**config.mk**
```make
export PLATFORM = sky130hd
export DESIGN_NAME = majority_pattern_gen
export DESIGN_NICKNAME = d
export VERILOG_FILES = /design/src/rtl/majority_pkg.sv /design/src/rtl/majority_lfsr8.sv /design/src/rtl/majority_pattern_gen.sv
export SDC_FILE = /design/constraint.sdc
export NUM_CORES = 1
export LEC_CHECK = 0
export CELL_PAD_IN_SITES_DETAIL_PLACEMENT = 1
export CELL_PAD_IN_SITES_GLOBAL_PLACEMENT = 2
export CORE_MARGIN = 2
export CORE_UTILIZATION = 34
export CTS_BUF_LIST = sky130_fd_sc_hd__clkbuf_8
export DETAILED_ROUTE_END_ITERATION = 10
export HOLD_SLACK_MARGIN = 0.03
export PLACE_DENSITY = 0.85
export SLEW_MARGIN = 5
export SYNTH_ARGS = -nofsm -noshare
export SYNTH_HDL_FRONTEND = slang
export SYNTH_SLANG_ARGS = --single-unit
```
**constraint.sdc**
```tcl
create_clock -name clk -period 2.47 [get_ports clk]
set_clock_uncertainty 0.2 [all_clocks]
set_input_delay 0.3705 -clock clk [delete_from_list [all_inputs] [get_ports clk]]
set_output_delay 0.3705 -clock clk [all_outputs]
set_load 0.02 [all_outputs]
```
**src/rtl/majority_pkg.sv**
```systemverilog
// Shared constants, FSM state type and request validation for the majority pattern generator.
package majority_pkg;

  localparam int N_BITS = 12;

  localparam logic [2:0] CLS_MORE0 = 3'b100;
  localparam logic [2:0] CLS_EQUAL = 3'b010;
  localparam logic [2:0] CLS_MORE1 = 3'b001;

  typedef enum logic [1:0] {
    IDLE  = 2'd0,
    BUILD = 2'd1,
    DONE  = 2'd2
  } state_t;

  // A request is rejected when its class is not one-hot or its ones count cannot
  // produce that majority in a 12-bit word.
  function automatic logic isBadRequest(input logic [2:0] reqClass, input logic [3:0] reqOnes);
    logic bad;
    bad = 1'b0;
    case (reqClass)
      CLS_MORE0: bad = (reqOnes > 4'd5);
      CLS_EQUAL: bad = (reqOnes != 4'd6);
      CLS_MORE1: bad = (reqOnes < 4'd7) || (reqOnes > 4'd12);
      default:   bad = 1'b1;
    endcase
    return bad;
  endfunction

endpackage

```
**src/rtl/majority_lfsr8.sv**
```systemverilog
// 8-bit Fibonacci LFSR (x^8+x^6+x^5+x^4+1), shifting left with feedback into bit 0.
module majority_lfsr8 (
  input  logic       clk,
  input  logic       rst_n,
  input  logic       en,
  input  logic [7:0] seed,
  output logic [7:0] q
);

  logic [7:0] lfsr_q;
  logic [7:0] safeSeed;
  logic       feedback;

  // An all-zero LFSR would lock up, so a zero seed is replaced by 1.
  assign safeSeed = (seed == 8'h00) ? 8'h01 : seed;
  assign feedback = lfsr_q[7] ^ lfsr_q[5] ^ lfsr_q[4] ^ lfsr_q[3];
  assign q        = lfsr_q;

  // Reload the seed on reset, otherwise step only when enabled.
  always_ff @(posedge clk or negedge rst_n) begin
    if (!rst_n) begin
      lfsr_q <= safeSeed;
    end else if (en) begin
      lfsr_q <= {lfsr_q[6:0], feedback};
    end
  end

endmodule

```
**src/rtl/majority_pattern_gen.sv**
```systemverilog
// Generates a 12-bit word with a requested number of 1s, one bit per cycle,
// filling free positions from an LFSR while guaranteeing the exact ones count.
module majority_pattern_gen #(
  parameter logic [7:0] LFSR_SEED = 8'hA5
) (
  input  logic        clk,
  input  logic        rst_n,
  input  logic        req_valid,
  output logic        req_ready,
  input  logic [2:0]  req_class,
  input  logic [3:0]  req_ones,
  output logic        out_valid,
  input  logic        out_ready,
  output logic [11:0] out_word,
  output logic        out_err
);

  import majority_pkg::*;

  state_t      state_q;
  logic [3:0]  bitIdx_q;
  logic [3:0]  onesLeft_q;
  logic [11:0] word_q;
  logic        err_q;
  logic [7:0]  lfsrQ;
  logic [3:0]  slotsLeft;
  logic        wordBit_d;

  majority_lfsr8 u_lfsr (
    .clk   (clk),
    .rst_n (rst_n),
    .en    (state_q == BUILD),
    .seed  (LFSR_SEED),
    .q     (lfsrQ)
  );

  assign slotsLeft = 4'(N_BITS) - bitIdx_q;

  // Force a 1 when every remaining slot is needed, a 0 once the ones are used up,
  // and take the LFSR bit when either choice still reaches the target count.
  always_comb begin
    wordBit_d = 1'b0;
    if (onesLeft_q == slotsLeft) begin
      wordBit_d = 1'b1;
    end else if (onesLeft_q == 4'd0) begin
      wordBit_d = 1'b0;
    end else begin
      wordBit_d = lfsrQ[0];
    end
  end

  // Request/build/result FSM with its registered word, error flag and counters.
  always_ff @(posedge clk or negedge rst_n) begin
    if (!rst_n) begin
      state_q    <= IDLE;
      bitIdx_q   <= 4'd0;
      onesLeft_q <= 4'd0;
      word_q     <= 12'h000;
      err_q      <= 1'b0;
    end else begin
      case (state_q)
        IDLE: begin
          if (req_valid) begin
            word_q <= 12'h000;
            if (isBadRequest(req_class, req_ones)) begin
              err_q   <= 1'b1;
              state_q <= DONE;
            end else begin
              err_q      <= 1'b0;
              bitIdx_q   <= 4'd0;
              onesLeft_q <= req_ones;
              state_q    <= BUILD;
            end
          end
        end
        BUILD: begin
          word_q[bitIdx_q] <= wordBit_d;
          if (wordBit_d) begin
            onesLeft_q <= onesLeft_q - 4'd1;
          end
          if (bitIdx_q == 4'(N_BITS - 1)) begin
            state_q <= DONE;
          end else begin
            bitIdx_q <= bitIdx_q + 4'd1;
          end
        end
        DONE: begin
          if (out_ready) begin
            state_q <= IDLE;
          end
        end
        default: state_q <= IDLE;
      endcase
    end
  end

  assign req_ready = (state_q == IDLE);
  assign out_valid = (state_q == DONE);
  assign out_word  = word_q;
  assign out_err   = err_q;

endmodule

```
Word-level counts from Yosys, hierarchy flattened. Index checks and enable logic that the tools add are counted.

Multiplexer cells: 24. Eq/ne operators: 14. Bitwise logic cells: 3. $add $sub $neg: 3. Reductions and logical operators: 10. Order comparisons: 5.

Operators with widths (number): 4-bit two-way mux (6); 12-bit case mux with 2 select lines (1); 4-bit case mux with 2 select lines (2); 12-bit bitwise mux (1); 12-bit two-way mux (1); 2-bit inequality test, second input constant (5); 2-bit two-way mux (4); 4-bit AND reduction (2); 1-bit two-way mux (6); 2-bit case mux with 3 select lines (1); 4-bit by 5-bit < comparator with 1-bit output, second input constant (1); 4-bit by 1-bit adder with 4-bit output, second input constant (1); 1-bit demux with 4-bit select (1); 4-bit == test (1); 4-bit == test, second input constant (1); 4-bit by 1-bit >= comparator with 1-bit output, second input constant (1); 4-bit by 3-bit > comparator with 1-bit output, second input constant (1); 4-bit > comparator, second input constant (1); 4-bit zero test (1); 4-bit by 3-bit < comparator with 1-bit output, second input constant (1); 4-bit by 3-bit inequality test with 1-bit output, second input constant (1); 2-bit AND reduction (2); 4-bit by 1-bit subtractor with 4-bit output, second input constant (1); 4-bit subtractor, first input constant (1); other kinds (13) (15).

Input bits: 11. Output and inout bits: 15. Bits in registers: 31.

Longest topological paths before layout. Gate-level depths: netlist of run 1.

Depth after elaboration: 8. Mapped depth: 8. Mapped depth without buffers: 7.

Worst setup path after synthesis of run 1. OpenSTA, ideal clock, no wires.

Kind: register to register. From: register bitIdx_q[0]. To: register onesLeft_q[3]. Setup slack: 281 ps. Arrival: 1860 ps. Period minus slack after synthesis: 2189 ps. Cell stages (with the launch flop): 8. Buffers on the path: 1. Data required time: 2141 ps. Setup time: 129 ps. Cell sequence: dfrtp_1 > inv_1 > ha_1 > xor2_1 > o41a_1 > buf_6 > o211ai_1 > nand3_1.

Word-level cells in the longest chain between the ends: 5.

RTL lines: from (decl) (line majority_pattern_gen.sv:21) `logic [3:0] bitIdx_q;`; from (signal assigned) (line majority_pattern_gen.sv:84) `bitIdx_q <= bitIdx_q + 4'd1;`; 4-bit subtractor (line majority_pattern_gen.sv:37) `assign slotsLeft = 4'(N_BITS) - bitIdx_q;`; 4-bit == test (line majority_pattern_gen.sv:43) `if (onesLeft_q == slotsLeft) begin`; 1-bit two-way mux (line majority_pattern_gen.sv:43); 2-bit inequality test (no source line); 4-bit AND reduction (no source line); to (signal assigned) (line majority_pattern_gen.sv:71) `onesLeft_q <= req_ones;`; to (signal assigned) (line majority_pattern_gen.sv:79) `onesLeft_q <= onesLeft_q - 4'd1;`; to (decl) (line majority_pattern_gen.sv:22) `logic [3:0] onesLeft_q;`.

Every way passes these cells. A chain may end at the register's enable or synchronous reset.

Final worst setup path of run 1.
From: register bitIdx_q[0]. To: register onesLeft_q[0].

Same word-level chain as after synthesis.

==> results.cfg, run 1 <==
[drt]
first_pass_iters = 6
drt_wl_total_mm = 4.35
post_drt_wl_per_cell_um = 15.5
ant_nets = 0
route.detailed.drc = 0
drt_iter0_drc = 38
vias = 1442
viasPerCell = 5.13

[clock_tree]
post_cts_resized = 0
ctsLongestPathBuffers = 2
cts_made_buffers = 5
htreeDepth = 2
clk_latency_ns = 0.28
holdBufCountCts = 0
cts_root_buffer = clkbuf_8
cts.sinks = 31
post_cts_buffers = 0
cts_tree = done
cts.clk_slew.worst_paths_ns = 0.07

[critical_path]
path_max_fanout = 3
cp.arrival_ns = 2.24
r2r_cells = 7
required_ns = 2.46
r2r_start = bitIdx_q[0]$_DFFE_PN0P_
endpoint = onesLeft_q[0]$_DFFE_PN0P_
worstReg2RegEnd = onesLeft_q[0]$_DFFE_PN0P_
cp-startpoint = bitIdx_q[0]$_DFFE_PN0P_
worstSetupPathType = register to register
crit_path_start_kind = register
end_kind = register
rrSetupSlack_ns = 0.21

[die]
start_util_pct = 35.6
die_w_um = 74.6
die-area_mm2 = 0.00556
rows = 25
ioPinCount = 26
core_region_area_mm2 = 0.00475
die_h_um = 74.6

[sta]
min_period_over_period_pct = 91.3
slew_violations = 0
tns_ns = 0
hold_viol_final = 0
max_slew.worst_pin.slew_ns = 0.646
rsz0062_at_grt = false
slew_headroom_pct = 56.5
fmax_mhz = 443
min_period_ns = 2.26
setup_viol = 0

[yosys]
synth_top_flop_cell = dfrtp_1
synth_top_family_by_area = compound AO/OA/AOI/OAI gates
synth_simple_gate_area_share_pct = 17.8
synth_compound_area_share_pct = 21.4
yosysMostFrequentCell = nand2_1
synth_common_cells = nand2_1 (34), dfrtp_1 (27), nor2_1 (10)
synth_async_sr_flop_share_pct = 100
ys_ff_latch = 31
synthMuxAreaShare_pct = 1.18
yosys.area.top_type_share_pct = 39.9
syn_nets = 197
synth_fa_ha_area_share_pct = 3.70
synth_xor_xnor_area_share_pct = 5.17
synthTopCellsByArea = dfrtp_1 (40%), nand2_1 (7.5%), dfstp_2 (6.2%)
netlist_instances = 181
synth_warnings = 0
netlist_area_mm2 = 0.00169
synth_area_per_cell_um2 = 9.35
synth_edf_count = 0
yosysTopAreaCell = dfrtp_1
seq_area_frac_synth_pct = 46.1
synth_cell_types = 39

[grt]
top_usage_layer = met2
grt_util_all_layers_pct = 17.0
met1_usage_pct = 20.6
grt_pass1_wl_mm = 7.17
use_met3_pct = 3.25
antenna_found_initial = 0
grt_max_degree = 32
grt_pass1_vias = 1570
use_met2_pct = 29.2
overflow = 0

[placed_design]
io_buffers = 25
hpwl_mm = 3.24
place.gp.congestion = 0.838

[finish]
diodes = 0
drive_above_1_share_pct = 12.1
area_growth_pct = 25.9
fin_nets = 229

[power_and_ir_drop]
p_per_area_mw_per_mm2 = 833
total_power_mw = 1.77
leakagePower_nw = 0.903
vdd_ir_drop_max_mv = 0.511

[job]
maxCapViolCount = 0

[hold_path]
min_path_cells = 2
hp-class = register to register

[outcome]
outcome = complete, no violations
-- kinds of logic after synthesis --
kind of cell,after synthesis
and+or+nand+nor,67
buffers and inverters,18
muxes,2
adders and majority gates,5
AOI/OAI and AO/OA,48
DFF,31
xor gates and xnor gates,10
-- layer usage --
metal / share of wire, % / vias to the layer above
li1: - / 698
met1: 44 / 700
met2: 51 / 36
met3: 2.9 / 8
met4: 1.7 / 0
met5: 0 / -
-- final cells by class --
type                            instances  area [um^2]
Multi-Input combinational cell        132          833
Fill cell                             552         2620
Clock buffer                            5         68.8
Tap cell                               67         83.8
Clock inverter                          3         12.5
Sequential cell                        31          781
Inverter                                9         33.8
Timing Repair Buffer                   34          318
-- where the power goes --
group | switching (mW) | internal, mW | total, mW
Sequential | 0.0913 | 0.581 | 0.672
Combinational | 0.426 | 0.296 | 0.722
Clock | 0.190 | 0.189 | 0.379
Total | 0.707 | 1.07 | 1.77
-- registers in the layout (all words and copies together) (netlist names) --
name,cells
u_lfsr.q,8
out_err,1
out_word,12
onesLeft_q,4
state_q,2
bitIdx_q,4
-- stage by stage --
| step | std cells | worst slack, ns | util, % | area [um^2] | hold slack [ns] |
|---|---|---|---|---|---|
| 2_1_floorplan | 181 | 0.281 | - | 1690 | -0.125 |
| 3_3_place_gp | 273 | 0.150 | 43.1 | 2050 | 0.246 |
| 3_5_place_dp | 273 | 0.00427 | 43.1 | 2050 | 0.262 |
| 4_1_cts | 281 | 0.244 | 44.8 | 2130 | 0.274 |
| 5_1_grt | 281 | 0.0771 | 44.8 | 2130 | 0.298 |
| 6_report | 281 | 0.214 | 44.8 | 2130 | 0.267 |
-- how the worst min path moves through the flow --
| stage | from | endpoint |
|---|---|---|
| after floorplan | rst_n | bitIdx_q[0]$_DFFE_PN0P_ |
| after detailed placement | u_lfsr.q[2]$_DFFE_PN1P_ | u_lfsr.q[2]$_DFFE_PN1P_ |
| after CTS | u_lfsr.q[2]$_DFFE_PN1P_ | u_lfsr.q[2]$_DFFE_PN1P_ |
| after global routing | u_lfsr.q[7]$_DFFE_PN1P_ | u_lfsr.q[7]$_DFFE_PN1P_ |
| final | u_lfsr.q[2]$_DFFE_PN1P_ | u_lfsr.q[2]$_DFFE_PN1P_ |
| after global placement | u_lfsr.q[2]$_DFFE_PN1P_ | u_lfsr.q[2]$_DFFE_PN1P_ |
-- placed cells by master, fill, tap and decap left out, types with 4 or more instances in the layout --
master | netlist | layout
a21oi_1 | 8 | 8
buf_4 | 0 | 9
clkbuf_8 | 0 | 5
clkdlybuf4s50_1 | 0 | 25
dfrtp_1 | 27 | 27
dfstp_2 | 4 | 4
ha_1 | 5 | 5
inv_1 | 9 | 11
nand2_1 | 34 | 34
nand2b_1 | 6 | 6
nand3_1 | 8 | 8
nor2_1 | 10 | 10
o211ai_1 | 8 | 8
o21ai_0 | 6 | 6
o31ai_1 | 5 | 5
xnor2_1 | 7 | 7
-- critical path, stage by stage, from the launching register on --
cell and delay [ns]:
dfrtp_1 0.35, inv_1 0.08, ha_1 0.33, xor2_1 0.17, o41ai_1 0.42, buf_4 0.19
mux2i_1 0.13, a221oi_2 0.31
Power figures use the tool's default switching activity.
==> run 2, diff against run 1 <==
- CORE_MARGIN: 2 -> unset
==> results.cfg, run 2 (same netlist as run 1, synthesis figures left out) <==
[outcome]
outcome = complete, no violations

[finish]
final_cell_mix = nand2_1 (34), dfrtp_1 (27), clkdlybuf4s50_1 (25)
fin_nets = 228
area_growth_pct = 27.6
final_common_cell = nand2_1
design_area_mm2 = 0.00216
largest_reg_flops = 12
final_util_pct = 45.4
drive_above_1_share_pct = 12.7
diodes = 0
layoutNonFillerInstCount = 280

[die]
ioPinCount = 26
core_region_area_mm2 = 0.00475
rows = 25
die-area_mm2 = 0.00526
start_util_pct = 35.6
die_h_um = 72.6
die_w_um = 72.6

[placed_design]
place_area_mm2 = 0.00204
hpwl_mm = 3.06
placed_cells_incl_taps = 272
dp_slack_ns = 0.0562
io_buffers = 25
place.gp.congestion = 0.833

[hold_path]
hp-class = register to register
worstHoldStart = u_lfsr.q[2]$_DFFE_PN1P_
worstHoldEndpoint = u_lfsr.q[2]$_DFFE_PN1P_
min_path_cells = 2

[clock_tree]
clk_latency_ns = 0.29
cts.clk_slew.worst_paths_ns = 0.07
cts_tree = done
holdBufCountCts = 0
ctsLongestPathBuffers = 2
post_cts_buffers = 0
htreeDepth = 2
cts_root_buffer = clkbuf_8
post_cts_resized = 0
cts_made_buffers = 5
cts.sinks = 31

[critical_path]
r2r_cells = 8
r2r_start = bitIdx_q[0]$_DFFE_PN0P_
cp_cell_sequence = inv_1 > ha_1 > xnor2_1 > xnor2_1 > o41ai_1 > buf_4 > mux2i_1 > a221oi_2
end_kind = register
required_ns = 2.47
crit_path_start_kind = register
worstReg2RegEnd = onesLeft_q[0]$_DFFE_PN0P_
max_stage_delay_ns = 0.34
rrSetupSlack_ns = 0.16
worstSetupPathType = register to register
cp.arrival_ns = 2.30
cpMaxStageDelayCell = dfrtp_1
path_max_fanout = 3
crit_top_cell = xnor2_1

[power_and_ir_drop]
p_per_area_mw_per_mm2 = 889
total_power_mw = 1.92
leakagePower_nw = 0.909
vdd_ir_drop_max_mv = 0.385

[drt]
viasPerCell = 5.08
first_pass_iters = 4
post_drt_wl_per_cell_um = 15.1
drt_wl_total_mm = 4.22
drt_iter0_drc = 43
route.detailed.drc = 0
ant_nets = 0
vias = 1421

[job]
maxCapViolCount = 0

[sta]
slew_headroom_pct = 53.7
layout_setup_ws_ns = 0.164
tns_ns = 0
whs_ns = 0.272
min_period_over_period_pct = 93.4
rsz0062_at_grt = false
setup_viol = 0
max_slew.worst_pin.slew_ns = 0.688
min_period_ns = 2.31
hold_viol_final = 0
fmax_mhz = 434
slew_violations = 0

[grt]
grt_pass1_vias = 1547
antenna_found_initial = 0
grt_util_all_layers_pct = 18.6
grt_max_degree = 32
grt_pass1_wl_mm = 7.46
overflow = 0
run 2: final cells by class:
type	count	area (um^2)
multi-input combinational	132	833
tap	67	83.8
clock inverter	2	35.0
inverter	9	33.8
fill	579	2590
sequential	31	781
clock buffer	6	82.6
timing repair buffer	33	310
run 2: routing by layer:
metal / vias up / track usage [%] / routed length (um)
met4: 0 / 6.54 / 65
met5: - / 0 / 0
met2: 18 / 33.1 / 2160
met1: 698 / 22.0 / 1890
met3: 7 / 4.17 / 110
li1: 698 / - / -
run 2: how the worst max path moves through the flow:
stage                            startpoint                   endpoint  slack [ns]  depth (start not counted)
floorplan           bitIdx_q[0]$_DFFE_PN0P_  onesLeft_q[3]$_DFFE_PN0P_        0.28                          7
global placement                req_ones[3]    bitIdx_q[3]$_DFFE_PN0P_        0.15                          7
detailed placement              req_ones[3]  onesLeft_q[0]$_DFFE_PN0P_        0.06                          6
CTS                 bitIdx_q[0]$_DFFE_PN0P_  onesLeft_q[0]$_DFFE_PN0P_        0.15                          8
global route        bitIdx_q[0]$_DFFE_PN0P_  onesLeft_q[0]$_DFFE_PN0P_        0.02                          8
finish              bitIdx_q[0]$_DFFE_PN0P_  onesLeft_q[0]$_DFFE_PN0P_        0.16                          8
run 2: critical path: cells and delay by family, from the launching register on:
kind	cells	cell delay (ns)
XOR/XNOR	2	0.40
flip-flops	1	0.34
adder cells (fa/ha/maj)	1	0.25
buffers and inverters	2	0.27
multiplexers	1	0.13
AO/OA/AOI/OAI	2	0.62
run 2: where the power goes:
| group | total, mW | internal (mW) | switching, mW |
|---|---|---|---|
| Combinational | 0.723 | 0.290 | 0.433 |
| Clock | 0.527 | 0.326 | 0.201 |
| Sequential | 0.670 | 0.581 | 0.0892 |
